===== src/rtl/instr_feeder.sv =====
// instr_feeder: feeds 9-bit instruction words from a small loadable program
// store to the processor's Din input. It sequences the Run/Done handshake,
// advances the program counter on Done or on an immediate-operand acknowledge,
// and trips a watchdog if the processor stalls in WAIT.
module instr_feeder #(
    parameter int DEPTH   = 16,
    parameter int ADDR_W  = 4,
    parameter int TIMEOUT = 15
) (
    input  logic              clk,
    input  logic              rst,
    input  logic              wr_en,
    input  logic [ADDR_W-1:0] wr_addr,
    input  logic [8:0]        wr_data,
    input  logic [ADDR_W:0]   prog_len,
    input  logic              start,
    input  logic              abort,
    input  logic              cpu_done,
    input  logic              cpu_imm_ack,
    output logic [8:0]        din,
    output logic              run,
    output logic [ADDR_W:0]   pc,
    output logic              busy,
    output logic              finished,
    output logic              fault,
    output logic              wr_rej
);

    localparam int WD_W = (TIMEOUT < 1) ? 1 : $clog2(TIMEOUT + 1);
    localparam logic [WD_W-1:0]   WD_MAX = WD_W'(TIMEOUT);
    localparam logic [WD_W-1:0]   WD_ONE = WD_W'(1);
    localparam logic [ADDR_W:0]   PC_ONE = (ADDR_W+1)'(1);
    localparam logic [ADDR_W:0]   PC_TWO = (ADDR_W+1)'(2);

    typedef enum logic [2:0] {
        S_IDLE,
        S_ISSUE,
        S_WAIT,
        S_FINISH,
        S_FAULT
    } state_t;

    state_t            state, state_n;
    logic [ADDR_W:0]   pc_n;
    logic [ADDR_W:0]   len_q, len_n;
    logic [WD_W-1:0]   wdog, wdog_n;
    logic [ADDR_W:0]   pc_done;
    logic [8:0]        mem [DEPTH];
    logic [8:0]        rd_word;

    // Done advances past the current word, plus the operand word when the
    // immediate acknowledge arrives in the same cycle.
    assign pc_done = cpu_imm_ack ? (pc + PC_TWO) : (pc + PC_ONE);

    // The store is DEPTH deep; a pc that overshoots via an operand ack wraps.
    assign rd_word = mem[pc[ADDR_W-1:0]];

    // Outputs decoded straight from state so reset clears them immediately.
    assign busy = (state == S_ISSUE) || (state == S_WAIT);
    assign run  = (state == S_ISSUE);
    assign din  = busy ? rd_word : 9'd0;

    // Next-state, program counter, length latch and watchdog.
    always_comb begin
        state_n = state;
        pc_n    = pc;
        len_n   = len_q;
        wdog_n  = wdog;
        if (abort) begin
            state_n = S_IDLE;
            pc_n    = '0;
        end else begin
            case (state)
                S_IDLE, S_FINISH, S_FAULT: begin
                    if (start) begin
                        len_n   = prog_len;
                        pc_n    = '0;
                        state_n = (prog_len == '0) ? S_FINISH : S_ISSUE;
                    end
                end
                S_ISSUE: begin
                    state_n = S_WAIT;
                    wdog_n  = '0;
                end
                S_WAIT: begin
                    if (cpu_done) begin
                        pc_n    = pc_done;
                        state_n = (pc_done >= len_q) ? S_FINISH : S_ISSUE;
                        wdog_n  = wdog + WD_ONE;
                    end else if (cpu_imm_ack) begin
                        pc_n   = pc + PC_ONE;
                        wdog_n = '0;
                    end else if (wdog == WD_MAX) begin
                        state_n = S_FAULT;
                    end else begin
                        wdog_n = wdog + WD_ONE;
                    end
                end
                default: begin
                    state_n = S_IDLE;
                    pc_n    = '0;
                end
            endcase
        end
    end

    // Control registers; finished/fault follow the state they flag.
    always_ff @(posedge clk or posedge rst) begin
        if (rst) begin
            state    <= S_IDLE;
            pc       <= '0;
            len_q    <= '0;
            wdog     <= '0;
            finished <= 1'b0;
            fault    <= 1'b0;
            wr_rej   <= 1'b0;
        end else begin
            state    <= state_n;
            pc       <= pc_n;
            len_q    <= len_n;
            wdog     <= wdog_n;
            finished <= (state_n == S_FINISH);
            fault    <= (state_n == S_FAULT);
            wr_rej   <= wr_en && busy;
        end
    end

    // Program store: loadable only while no program is executing.
    always_ff @(posedge clk) begin
        if (wr_en && !busy) begin
            mem[wr_addr] <= wr_data;
        end
    end

endmodule


===== config.mk =====
export PLATFORM = sky130hd
export DESIGN_NAME = instr_feeder
export DESIGN_NICKNAME = d
export VERILOG_FILES = /design/src/rtl/instr_feeder.sv
export SDC_FILE = /design/constraint.sdc
export NUM_CORES = 1
export LEC_CHECK = 0
export ABC_AREA = 1
export CAP_MARGIN = 0
export CORE_MARGIN = 2
export CORE_UTILIZATION = 64
export CTS_CLUSTER_DIAMETER = 80
export DETAILED_ROUTE_END_ITERATION = 6
export GPL_TIMING_DRIVEN = 1
export PLACE_DENSITY = 0.94
export RECOVER_POWER = 50
export SLEW_MARGIN = 15
export SYNTH_ARGS = -nofsm -noshare
export SYNTH_HDL_FRONTEND = slang
export SYNTH_SLANG_ARGS = --single-unit

===== constraint.sdc =====
create_clock -name clk -period 3.15 [get_ports clk]
set_input_delay 0.63 -clock clk [delete_from_list [all_inputs] [get_ports clk]]
set_output_delay 0.63 -clock clk [all_outputs]
set_load 0.02 [all_outputs]

# Word level (Yosys, flattened, before mapping)
# Memories as Yosys holds them, arrays and structs flattened.
# Index checks and enable logic that the tools add are counted.
totals:
  register_bits: 20
  latchBits: 0
  ramBits: 144
  romBits: 0
  input_bits: 25
  output_inout_bits: 19
  word_cells: 56
  memories: 1
classes:
  addsub: 3
  mul: 0
  div_mod_pow: 0
  n_lt_le_gt_ge: 1
  eq_ne: 11
  shifts: 0
  muxes: 21
  bitwise: 1
  n_reduce_logical: 11
memory_table:
  columns: ["memory", "words", "word_bits", "read_ports", "rd_ports_with_merged_regs", "write_ports", "line_no", "rtl"]
  rows:
  - ["mem", 16, 9, 1, 0, 1, "48", "logic [8:0] mem [DEPTH];"]
op_table:
  columns: ["op", "n"]
  rows:
  - ["$mux W5", 5]
  - ["$mux W3", 5]
  - ["$pmux W5 S3", 1]
  - ["$mux W4", 3]
  - ["$eq A3 B2 Y1 const B", 3]
  - ["$mux W9", 1]
  - ["$pmux W3 S3", 1]
  - ["$reduce_and A3 Y1", 3]
  - ["$ne A4 B4 Y1 const B", 2]
  - ["$pmux W4 S2", 1]
  - ["$eq A3 B3 Y1 const B", 2]
  - ["$add A5 B1 Y5 const B", 1]
  - ["$add A5 B2 Y5 const B", 1]
  - ["$ge A5 B5 Y1", 1]
  - ["$logic_not A5 Y1", 1]
  - ["$add A4 B1 Y4 const B", 1]
  - ["$eq A4 B4 Y1 const B", 1]
  - ["$mux W2", 2]
  - ["$eq A3 B1 Y1 const B", 1]
  - ["$logic_not A3 Y1", 1]
  - ["$ne A3 B3 Y1 const B", 1]
  - ["$reduce_or A3 Y1", 1]
  - ["$logic_and A1 B1 Y1", 2]
  - ["$mux W1", 2]
  - ["5 further kinds", 5]

# Logic depth before layout (Yosys ltp)
# Gate-level depths: netlist of run 1.
logic_depth:
  ltp_word: 8
  depth_mapped: 16

# Least setup slack after synthesis of run 1
# Ideal clock, no wire load.
synth_timing:
  kind: "reg-to-output"
  from: "register pc[0]"
  to: "output port din[0]"
  arrival_time_ns: 1.528
  t_required_ns: 2.520
  setup_slack_ns: 0.992
  stages_incl_launch_ff: 10
  n_path_buf: 2
  path_cell_list: "dfrtp_1 buf_4 buf_2 nand2_1 nand3_1 nand2_1 nand2_1 nand2_1 inv_1 a21oi_1"
synth_via:
  elab_chain_cells: 2
synth_lines:
  columns: ["item", "line_no", "rtl"]
  rows:
  - ["start: declaration", "22", "output logic [ADDR_W:0] pc,"]
  - ["start signal: assignment", "119", "pc <= pc_n;"]
  - ["$mem_v2 Z16 W9", null, null]
  - ["$mux W9", "61", "assign din = busy ? rd_word : 9'd0;"]
  - ["end: declaration", "20", "output logic [8:0] din,"]
# Every way passes these cells.

# Final worst setup path of run 1
# Ends and elaborated chain as after synthesis.

==> impl_metrics.tcl, run 1 <==
set metrics [dict create \
    antenna_found_initial 0 \
    syn_avg_cell_area_um2 9.39 \
    synth_seq_cells 164 \
    fp.dieH_um 114 \
    routed_wl_um 18400 \
    cts_tree "yes" \
    period_share_pct 101 \
    yosysSeqAreaShare_pct 62.8 \
    dpl.hpwl_um 11600 \
    tightest_slew_ns 0.830 \
    critPathArrivalTime_ns 2.54 \
    synth-xor-area-share_pct 0.228 \
    synth_top_family_by_area "simple AND/OR/NAND/NOR gates" \
    violations "negative setup slack" \
    finalSetupViolCount 1 \
    synth_fp_nets 851 \
    ant_nets 0 \
    numPortBuffers 43 \
    drive_above_1_share_pct 7.42 \
    ir_drop_v 0.000449 \
    grt_max_degree 53 \
    num_rows 40 \
    wire_per_inst_um 17.7 \
    fin_setup_tns_ns -0.0181 \
    layout.nets 910 \
    timing.final.hold_violations 0 \
    final_max_slew_viol_count 0 \
    yosys.area_share.adder_pct 1.30 \
    synthMuxAreaShare_pct 0 \
    start_util_pct 64.7 \
    clockBufferDepth 2 \
    slew_headroom_pct 44.5 \
    synthTopCellsByArea "edfxtp_1 56%, nand2_1 13%, inv_1 6.6%" \
    synthToLayoutAreaGrowth_pct 15.8 \
    fmax_mhz 316 \
    drtPass1Iterations 5 \
    rsz0062_at_grt "yes" \
    powerDensity_nw_per_um2 542 \
    vias_per_cell 5.65 \
    yosys_warnings 0 \
    yosys.area_share.simple_pct 23.1 \
    min_period_ns 3.17 \
    gp_congestion 0.896 \
    htree_levels 4 \
    clk_pin_slew_worst_paths_ns 0.06 \
    fin_cells 1037 \
    grt_pass1_vias 5867 \
    ctsRootBufferMaster "clkbuf_16" \
    cts_hold_buf 0 \
    startpoint_type "register" \
    fin_worst_skew_ns 0.0129 \
    via_count 5858 \
    status "finished, violations left" \
    fin_ws_ns -0.0181 \
    syn_area_um2 7680 \
    clkLatencyLatePin_ns 0.43 \
    grt_overflow 0 \
    boundaryPins 44 \
    netlist_instances 818 \
    min-delay-path-class "reg2reg" \
    diodes 0 \
    crit_type "reg2out" \
    numCtsBuffers 17 \
    die_w_um 114 \
    grt_use_total_pct 30.4 \
    place_inst 1005 \
    post_cts_buffers 0 \
    cts.sinks 164 \
    drt_iter0_markers 763 \
    dieArea_um2 12900 \
    critPathRequiredTime_ns 2.52 \
    yosysUniqueCellTypes 25 \
    maxCapViolations 0 \
    fp.coreArea_um2 11900 \
    synth-compound-area-share_pct 3.08 \
    leakage_uw 0.00399 \
    yosys.area.top_type "edfxtp_1" \
    yosysTopAreaCellShare_pct 56.3 \
    grt_pass1_wl_um 29200 \
    cp-end-kind "primary output" \
    path_max_fanout 33 \
    drc 0 \
    whs_ns 0.524 \
]
-- synthesized netlist by cell type --
cell / count
nor2_2: 1
a21oi_1: 20
nor2_1: 56
o221ai_1: 1
nor3_4: 1
nand2_1: 266
clkbuf_1: 5
o21ai_1: 7
buf_6: 7
clkinv_1: 2
nand2_2: 3
dfrtp_1: 20
nand4_1: 3
edfxtp_1: 144
nand3_2: 3
xor2_1: 2
inv_2: 3
clkbuf_2: 1
ha_1: 8
inv_1: 134
o211ai_1: 1
nand3_1: 95
o21ai_0: 17
buf_4: 4
buf_2: 14
-- logic make-up after synthesis --
group / after synthesis
and+or+nand+nor: 428
buffers and inverters: 170
DFF: 164
AOI/OAI and AO/OA: 46
adders and majority gates: 8
xor gates and xnor gates: 2
-- flip-flops by register name, summed over array words and instances (netlist names) --
name      cells
fault         1
pc            5
mem         144
wdog          4
state         3
finished      1
wr_rej        1
len_q         5
-- power by group --
| part | internal (uW) | switching, uW |
|---|---|---|
| registers | 2420 | 24.4 |
| clock network | 1130 | 779 |
| logic | 159 | 319 |
-- critical path, cell delays in order (launching register included) --
cell	delay, ns
dfrtp_2	0.47
inv_6	0.24
buf_12	0.23
nand2_1	0.07
nand3_1	0.09
nand2_1	0.10
nand2_1	0.08
nand2_1	0.07
inv_1	0.12
a21oi_1	0.09
clkdlybuf4s50_1	0.55
-- metal layers --
metal | routed length [um] | share of wire [%] | GRT usage [%] | vias to the layer above
met5 | 0 | 0 | 0 | -
met4 | 519 | 2.8 | 14.1 | 0
met3 | 1650 | 9.0 | 7.01 | 54
met2 | 9290 | 51 | 51.3 | 349
met1 | 6920 | 38 | 37.6 | 2723
li1 | - | - | - | 2732
-- cell type report --
cell class | instances | area, um2
clock buffers | 27 | 483
clock inverters | 5 | 55.1
fillers | 785 | 2970
inverters | 139 | 531
multi-input cells | 484 | 2130
flip-flops and latches | 164 | 4830
well taps | 147 | 184
repair buffers | 71 | 686
-- cell usage in the layout, fill, tap and decap left out, types with 3 or more instances in the layout --
cell,synthesis,final
nand2_1,266,266
edfxtp_1,144,144
inv_1,134,133
nand3_1,95,96
nor2_1,56,55
buf_4,4,24
clkdlybuf4s50_1,0,23
a21oi_1,20,20
dfrtp_1,20,18
o21ai_0,17,17
clkbuf_16,0,17
dlygate4sd3_1,0,12
ha_1,8,8
clkbuf_1,5,8
o21ai_1,7,7
dlymetal6s2s_1,0,6
nand2_2,3,3
nand4_1,3,3
clkinvlp_4,0,3
-- per-stage QoR --
step	utilization [%]	setup slack (ns)	power, uW	cell area (um2)
detailed placement	70.1	0.273	2950	8310
global route	75.0	-0.115	4980	8890
floorplan	-	0.992	2760	7680
finish	75.0	-0.0181	4820	8890
CTS	74.8	0.000907	4830	8880
global placement	70.1	0.308	2930	8310
-- worst paths after layout --
path,start,endpoint,slack (ns),depth (start not counted)
setup / recovery,pc[0],din[0],-0.02,10
hold / removal,len_q[2],len_q[2],0.52,2
setup reg to reg,pc[1],finished,0.70,15
hold reg to reg,len_q[2],len_q[2],0.52,2
max in group asynchronous,rst,pc[2],1.79,2
min in group asynchronous,rst,len_q[4],0.80,2
-- what timing repair did --
item	4_1_cts	5_1_grt
setup endpoints to repair	9	7
gates cloned	0	0
resized for setup	11	7
Note: power is estimated with default switching activity, not from simulation.
==> run 2, diff against run 1 <==
--- a/config.mk
+++ b/config.mk
@@ -6,7 +6,7 @@
 export NUM_CORES = 1
 export LEC_CHECK = 0
 export ABC_AREA = 1
-export CAP_MARGIN = 0
+export CAP_MARGIN = 20
 export CORE_MARGIN = 2
 export CORE_UTILIZATION = 64
 export CTS_CLUSTER_DIAMETER = 80
==> results of run 2 <==
Final layout, timing and power as in run 1 (identical DEF).
